[config.mk]
export PLATFORM = sky130hd
export DESIGN_NAME = uart_tx_core
export DESIGN_NICKNAME = d
export VERILOG_FILES = /design/src/rtl/uart_pkg.sv /design/src/rtl/uart_baud_tick.sv /design/src/rtl/uart_tx_core.sv
export SDC_FILE = /design/constraint.sdc
export NUM_CORES = 1
export LEC_CHECK = 0
export ABC_AREA = 1
export CAP_MARGIN = 20
export CORE_MARGIN = 2
export CORE_UTILIZATION = 30
export DETAILED_ROUTE_END_ITERATION = 8
export PLACE_DENSITY = 0.55
export SLEW_MARGIN = 20
export SYNTH_ARGS = -nofsm -noshare
export SYNTH_HDL_FRONTEND = slang
export SYNTH_SLANG_ARGS = --single-unit
[constraint.sdc]
create_clock -name clk -period 3.3 [get_ports clk]
set_clock_uncertainty 0.1 [all_clocks]
set_input_delay 0.66 -clock clk [delete_from_list [all_inputs] [get_ports clk]]
set_output_delay 0.66 -clock clk [all_outputs]
set_load 0.02 [all_outputs]
[src/rtl/uart_pkg.sv]
// Shared UART definitions: transmitter and receiver state encodings, frame width
// and the default baud divider for the 100 MHz Basys3 clock.
package uart_pkg;

  localparam int UART_DATA_BITS          = 8;
  localparam int UART_BAUD_SCALE_DEFAULT = 10416;

  localparam logic [2:0] ST_IDLE   = 3'd0;
  localparam logic [2:0] ST_START  = 3'd1;
  localparam logic [2:0] ST_DATA   = 3'd2;
  localparam logic [2:0] ST_PARITY = 3'd3;
  localparam logic [2:0] ST_STOP   = 3'd4;

  typedef enum logic [2:0] {
    TX_IDLE   = ST_IDLE,
    TX_START  = ST_START,
    TX_DATA   = ST_DATA,
    TX_PARITY = ST_PARITY,
    TX_STOP   = ST_STOP
  } tx_state_e;

  // Receiver state encodings, kept here so both directions share one package.
  localparam logic [2:0] RX_IDLE    = 3'd0;
  localparam logic [2:0] RX_START   = 3'd1;
  localparam logic [2:0] RX_DATA    = 3'd2;
  localparam logic [2:0] RX_STOP    = 3'd3;
  localparam logic [2:0] RX_CLEANUP = 3'd4;

endpackage

[src/rtl/uart_baud_tick.sv]
// Bit-period timer: counts 0..BAUD_SCALE-1 and flags the terminal count.
// clr holds/restarts the count at 0.
module uart_baud_tick
  import uart_pkg::*;
#(
  parameter int BAUD_SCALE = UART_BAUD_SCALE_DEFAULT
) (
  input  logic clk,
  input  logic reset,
  input  logic clr,
  output logic tick
);

  localparam int              CW   = $clog2(BAUD_SCALE);
  localparam logic [CW-1:0]   TERM = CW'(BAUD_SCALE - 1);

  logic [CW-1:0] count;

  // NOTE: sequential state uses non-blocking assignments so every flop samples
  // pre-edge values regardless of process ordering.
  always_ff @(posedge clk or posedge reset) begin
    if (reset)            count <= '0;
    else if (clr || tick) count <= '0;
    else                  count <= count + CW'(1);
  end

  assign tick = (count == TERM);

endmodule

[src/rtl/uart_tx_core.sv]
// UART transmitter: 8N1/8N2 frames, one byte per valid/ready handshake.
// Define UART_TX_PARITY_EN to insert an even parity bit (8E1/8E2).
module uart_tx_core
  import uart_pkg::*;
#(
  parameter int BAUD_SCALE = UART_BAUD_SCALE_DEFAULT,
  parameter int STOP_BITS  = 1
) (
  input  logic                      clk,
  input  logic                      reset,
  input  logic                      valid,
  input  logic [UART_DATA_BITS-1:0] data,
  output logic                      ready,
  output logic                      tx,
  output logic                      done
);

  tx_state_e                 state, state_d;
  logic [UART_DATA_BITS-1:0] shift_q, shift_d;
  logic [2:0]                bit_idx, bit_idx_d;
  logic                      tx_q, tx_d;
  logic                      done_q, done_d;
  logic                      tick;
`ifdef UART_TX_PARITY_EN
  logic                      parity_q, parity_d;
`endif

  // Counter is held at zero while idle, so the accept edge starts START at count 0.
  uart_baud_tick #(.BAUD_SCALE(BAUD_SCALE)) u_baud (
    .clk   (clk),
    .reset (reset),
    .clr   (state == TX_IDLE),
    .tick  (tick)
  );

  // NOTE: every output of this block gets a default first so no path leaves a
  // variable unassigned and infers a latch.
  always_comb begin
    state_d   = state;
    shift_d   = shift_q;
    bit_idx_d = bit_idx;
    tx_d      = tx_q;
    done_d    = 1'b0;
`ifdef UART_TX_PARITY_EN
    parity_d  = parity_q;
`endif
    case (state)
      TX_IDLE: begin
        tx_d = 1'b1;
        if (valid) begin
          shift_d   = data;
          bit_idx_d = 3'd0;
          tx_d      = 1'b0;
          state_d   = TX_START;
`ifdef UART_TX_PARITY_EN
          parity_d  = ^data;
`endif
        end
      end
      TX_START: if (tick) begin
        tx_d    = shift_q[0];
        shift_d = {1'b0, shift_q[UART_DATA_BITS-1:1]};
        state_d = TX_DATA;
      end
      TX_DATA: if (tick) begin
        if (bit_idx == 3'd7) begin
          bit_idx_d = 3'd0;
`ifdef UART_TX_PARITY_EN
          tx_d      = parity_q;
          state_d   = TX_PARITY;
`else
          tx_d      = 1'b1;
          state_d   = TX_STOP;
`endif
        end else begin
          bit_idx_d = bit_idx + 3'd1;
          tx_d      = shift_q[0];
          shift_d   = {1'b0, shift_q[UART_DATA_BITS-1:1]};
        end
      end
`ifdef UART_TX_PARITY_EN
      TX_PARITY: if (tick) begin
        tx_d    = 1'b1;
        state_d = TX_STOP;
      end
`endif
      // bit_idx doubles as the stop-bit counter.
      TX_STOP: if (tick) begin
        if (bit_idx == 3'(STOP_BITS - 1)) begin
          bit_idx_d = 3'd0;
          done_d    = 1'b1;
          state_d   = TX_IDLE;
        end else begin
          bit_idx_d = bit_idx + 3'd1;
        end
      end
      default: begin
        tx_d    = 1'b1;
        state_d = TX_IDLE;
      end
    endcase
  end

  // NOTE: the shift register is reset too, so an aborted frame leaves no stale byte.
  always_ff @(posedge clk or posedge reset) begin
    if (reset) begin
      state    <= TX_IDLE;
      shift_q  <= '0;
      bit_idx  <= 3'd0;
      tx_q     <= 1'b1;
      done_q   <= 1'b0;
`ifdef UART_TX_PARITY_EN
      parity_q <= 1'b0;
`endif
    end else begin
      state    <= state_d;
      shift_q  <= shift_d;
      bit_idx  <= bit_idx_d;
      tx_q     <= tx_d;
      done_q   <= done_d;
`ifdef UART_TX_PARITY_EN
      parity_q <= parity_d;
`endif
    end
  end

  assign ready = (state == TX_IDLE);
  assign tx    = tx_q;
  assign done  = done_q;

endmodule
==> impl_metrics.json, run 1 <==
{
  "synth_commonest_cells": "nand2_1, dfrtp_1, inv_1",
  "numPortBuffers": 13,
  "rr_endpoint": "u_baud.count[12]",
  "cts_hold_buffers": 0,
  "coreArea_um2": 5570,
  "nNetsFinal": 254,
  "syn-cell-area_um2": 1740,
  "rows": 27,
  "finalWirelength_um": 3190,
  "rsz0062_at_grt": "no",
  "wire_per_inst_um": 10.2,
  "grt.total_usage": 0.120,
  "clock_sinks": 30,
  "crit_type": "reg -> out",
  "die_y_um": 80.3,
  "hold_depth": 2,
  "yosysMostFrequentCell": "nand2_1",
  "post-route-period-util": 0.715,
  "grt_pass1_wl_um": 5930,
  "ff2ff_path_depth": 7,
  "tns_ps": 0,
  "ys_ff_latch": 30,
  "worst_pin_slew_ps": 475,
  "cts_buffers": 5,
  "grt_antenna_before_repair": 0,
  "die_w_um": 80.3,
  "yosys_warnings": 0,
  "htree_levels": 2,
  "first_pass_iters": 4,
  "drive_above_1_share": 0.154,
  "arrival_ps": 1600,
  "gr-usage-met2": 0.191,
  "utilization": 0.367,
  "die_area_um2": 6440,
  "yosysSeqAreaShare": 0.431,
  "clk_latency_ps": 280,
  "max_freq_ghz": 0.424,
  "grt_max_degree": 31,
  "cts_setup_buffers": 0,
  "netlist_instances": 222,
  "n_antenna_cell": 0,
  "busiest_layer": "met2",
  "area_growth_syn_to_layout_pct": 17.4,
  "p_leak_nw": 0.972,
  "clk_path_buf_depth": 2,
  "synth_area_leader_cell": "dfrtp_1",
  "start_util": 0.313,
  "ios": 14,
  "use_met1": 0.148,
  "startpoint_type": "flop",
  "r2r-start": "u_baud.count[0]",
  "synthFlopType": "dfrtp_1",
  "hp-class": "reg -> reg",
  "synth_edf_count": 0,
  "clk_pin_slew_worst_paths_ps": 60,
  "ant_nets": 0,
  "cp.required_ps": 2540,
  "grt_overflow": 0,
  "hold_end": "shift_q[7]",
  "relSlewSlack": 0.682,
  "yosysUniqueCellTypes": 32,
  "cts_tree": "yes",
  "irDropWorstVdd_mv": 0.210,
  "cts_root_buf": "clkbuf_8",
  "synth_nets": 237,
  "drc_errors": 0,
  "r2r_slack_ps": 1410,
  "setup_violations": 0,
  "cp-end-kind": "output pin",
  "vias": 1370,
  "cts_resized": 0,
  "synthArstFlopShare": 1.00,
  "syn_area_per_cell_um2": 7.86,
  "synth.top_cell.area_share": 0.416,
  "fin_crit_ps": 2360,
  "max_cap_viol_count": 0,
  "status": "complete, no violations",
  "drtIter0Drc": 53,
  "final_cells": 312,
  "yosys-top-cells-area": "dfrtp_1, nand2_1, inv_1, nor2_1, nand3_1",
  "dp_hpwl_um": 2370,
  "slew_viol_final": 0,
  "fill_cells": 607,
  "gp_congestion": 0.764,
  "avgViaCountPerCell": 4.39,
  "grt_pass1_vias": 1343,
  "crit_path_max_fanout": 4,
  "use_met3": 0.0348,
  "p_per_area_nw_per_um2": 360,
  "final-hold-violation-count": 0,
  "hp-start": "shift_q[7]",
  "placedCellCount": 304
}
## power breakdown
part	switching (W)	internal, W
clock network	0.000138	0.000210
logic	0.00000904	0.0000112
registers	0	0.000368
## sequential cells by signal, summed over array words and instances (netlist names)
| name | cells |
|---|---|
| state | 3 |
| bit_idx | 3 |
| tx | 1 |
| shift_q | 8 |
| u_baud.count | 14 |
| done | 1 |
## metal layers
metal / up-vias / routed length, µm
li1: 732 / -
met1: 613 / 1580
met2: 17 / 1440
met3: 8 / 99
met4: 0 / 68
met5: - / 0
## cell families after synthesis
kind of cell / Yosys count / synth area share
fa+ha+maj: 4 / 0.0287
xor+xnor: 4 / 0.0201
buf+inv: 37 / 0.0911
flops: 30 / 0.431
compound gates: 30 / 0.120
simple gates: 117 / 0.309
## worst max path at each step
stage / startpoint / depth (start not counted) / to / slack, ps
floorplan: u_baud.count[0] / 9 / shift_q[1] / 1690
finish: state[2] / 4 / ready / 940
global placement: state[2] / 4 / ready / 1240
global route: state[0] / 4 / ready / 840
detailed placement: valid / 8 / shift_q[6] / 1220
CTS: state[2] / 4 / ready / 920
## through the flow
step / total power, W / setup slack (ps) / hold WS (ps) / cell area [µm²]
3_5_place_dp: 0.000396 / 1220 / 368 / 1940
6_report: 0.000737 / 942 / 383 / 2050
4_1_cts: 0.000753 / 917 / 385 / 2050
3_3_place_gp: 0.000396 / 1240 / 369 / 1940
5_1_grt: 0.000763 / 845 / 408 / 2050
2_1_floorplan: 0.000380 / 1690 / 342 / 1740
## worst max-delay path, cell delays in order, from the launching register on
cell and delay [ps]:
dfrtp_1 410, inv_2 90, nand2_2 60, nor2_2 130, clkdlybuf4s50_1 630
## area by class of cell
cell class,instances,area [µm²],area share
multi-input combinational,155,833,0.407
sequential,30,752,0.367
timing repair buffer,14,138,0.0672
inverter,33,124,0.0605
clock buffer,8,110,0.0538
tap,72,90.1,0.0440
## cell usage in the layout (no fill, tap or decap), drive strengths merged
master         instances
nand2                 55
nor2                  34
inv                   33
dfrtp                 29
nand3                 13
clkdlybuf4s50         13
a21oi                 13
o21ai                 10
clkbuf                 8
nor3                   7
ha                     4
o21a                   3
nand4                  3
xor2                   3
nor3b                  3
a21boi                 2
nand3b                 1
o211ai                 1
xnor2                  1
or2                    1
o21bai                 1
buf                    1
dfstp                  1
Note: power is estimated with default switching activity, not from simulation.
==> run 2, diff against run 1 <==
- PLACE_DENSITY: 0.55 -> 0.56
- clock period: 3.3 -> 2 ns (I/O delays scaled with it)
==> run 2 against run 1 <==
- global-route usage is 0.17 points higher
- utilization is 1.2 points higher
- non-clock buffer count is 5 higher
- design area is 3.4% higher
- die area stayed put
- via count is 0.58% higher
- routed wire length is 5.6% higher
- count of clock-buffer cells in the layout is 2 lower
- cell count is 1.6% higher
- first-iteration DRC count is 13% higher
- combinational power is 65% higher
==> impl_metrics.json, run 2 (synthesized netlist as in run 1, its figures left out) <==
{
  "hp-class": "reg -> reg",
  "relSlewSlack": 0.746,
  "finalPower_w": 0.00141,
  "rr_endpoint": "shift_q[2]",
  "vias": 1378,
  "p_int_w": 0.00116,
  "arrival_ps": 1410,
  "p_per_area_nw_per_um2": 669,
  "hold_depth": 2,
  "htree_levels": 2,
  "dpl_worst_slack_ps": 156,
  "n_antenna_cell": 0,
  "top_register": "u_baud.count",
  "final_cell_mix": "nand2_1, dfrtp_1, inv_1, nor2_1, nand3_1",
  "top_regs": "u_baud.count: 14 flops, shift_q: 8 flops",
  "clk_path_buf_depth": 2,
  "cp-end-kind": "output pin",
  "cp.required_ps": 1500,
  "drc_errors": 0,
  "p_leak_nw": 1.01,
  "clock_sinks": 30,
  "grt_pass1_wl_um": 5990,
  "irDropWorstVdd_mv": 0.361,
  "ff2ff_path_depth": 9,
  "swShare": 0.183,
  "setup_violations": 0,
  "die_w_um": 80.3,
  "p_sw_w": 0.000258,
  "grt_overflow": 0,
  "worst_pin_slew_ps": 381,
  "clk_pin_slew_worst_paths_ps": 70,
  "hp-start": "shift_q[7]",
  "die_y_um": 80.3,
  "slew_viol_final": 0,
  "crit_buf_inv": 1,
  "drtIter0Drc": 60,
  "clk_latency_ps": 290,
  "crit_chain": "clkdlybuf4s50_1",
  "power.share.combinational": 0.024,
  "numPortBuffers": 13,
  "die_area_um2": 6440,
  "busiest_layer": "met2",
  "cts_hold_buffers": 0,
  "max_freq_ghz": 0.522,
  "hold_ws_ps": 375,
  "nNetsFinal": 259,
  "ios": 14,
  "r2r-start": "u_baud.count[1]",
  "grt_antenna_before_repair": 0,
  "rsz0062_at_grt": "no",
  "p_clk_frac": 0.548,
  "fin_crit_ps": 1910,
  "final_common_cell": "nand2_1",
  "drive_above_1_share": 0.171,
  "wire_per_inst_um": 10.6,
  "grt.total_usage": 0.121,
  "pwr-share-seq": 0.429,
  "use_met1": 0.156,
  "gp_congestion": 0.856,
  "avgViaCountPerCell": 4.35,
  "dp_hpwl_um": 2400,
  "largest_register_ffs": 14,
  "cts_buffers": 5,
  "cts_resized": 1,
  "cts_root_buf": "clkbuf_8",
  "use_met3": 0.0337,
  "coreArea_um2": 5570,
  "startpoint_type": "flop",
  "slowest_delay_ps": 590,
  "critPathSlowestCell": "clkdlybuf4s50_1",
  "status": "complete, no violations",
  "cts_tree": "yes",
  "max_cap_viol_count": 0,
  "crit_path_max_fanout": 2,
  "finalWirelength_um": 3370,
  "area_growth_syn_to_layout_pct": 21.3,
  "post-route-period-util": 0.957,
  "fin_ws_ps": 86.1,
  "final-hold-violation-count": 0,
  "gr-usage-met2": 0.184,
  "grt_max_degree": 31,
  "start_util": 0.313,
  "ant_nets": 0,
  "tns_ps": 0,
  "utilization": 0.380,
  "cts_setup_buffers": 0,
  "grt_pass1_vias": 1312,
  "first_pass_iters": 4,
  "crit_type": "reg -> out",
  "r2r_slack_ps": 280,
  "path_delay_family": "buffers and inverters",
  "hold_end": "shift_q[7]",
  "rows": 27
}
[run 2: cell types whose count changed in the layout (fill, tap and decap cells not counted)]
cell / change
buf_4: +5
bufinv_16: +2
clkbuf_8: -2
clkdlybuf4s50_1: -1
dlygate4sd2_1: +1
[run 2: how the worst max path moves through the flow]
| stage | start | to | slack (ps) | cells after the start |
|---|---|---|---|---|
| after floorplan | u_baud.count[0] | shift_q[1] | 390 | 9 |
| after global placement | valid | shift_q[4] | 180 | 8 |
| after detailed placement | valid | shift_q[2] | 160 | 8 |
| after CTS | tx | tx | 70 | 1 |
| after global routing | tx | tx | 60 | 1 |
| final | tx | tx | 90 | 1 |
[run 2: power by group through the flow]
stage | combinational (W) | clock (W) | sequential [W]
floorplan | 0.00000947 | 0 | 0.000618
global placement | 0.0000349 | 0 | 0.000618
detailed placement | 0.0000349 | 0 | 0.000618
CTS | 0.0000349 | 0.000799 | 0.000606
global route | 0.0000380 | 0.000823 | 0.000606
finish | 0.0000333 | 0.000775 | 0.000607
[run 2: metrics by stage]
step	cells	cell area, µm²
2_1_floorplan	222	1740
3_3_place_gp	309	1970
3_5_place_dp	309	1970
4_1_cts	317	2120
5_1_grt	317	2120
6_report	317	2120
[run 2: routing by layer]
metal,share of wire,wire [µm]
met1,0.50,1680
met2,0.45,1510
met3,0.035,119
met4,0.016,53
met5,0,0
[run 2: layout make-up]
cell class | count | area, µm²
inverters | 33 | 124
flip-flops and latches | 30 | 752
fillers | 582 | 3460
well taps | 72 | 90.1
clock inverters | 2 | 60.1
repair buffers | 19 | 174
clock buffers | 6 | 82.6
multi-input cells | 155 | 833
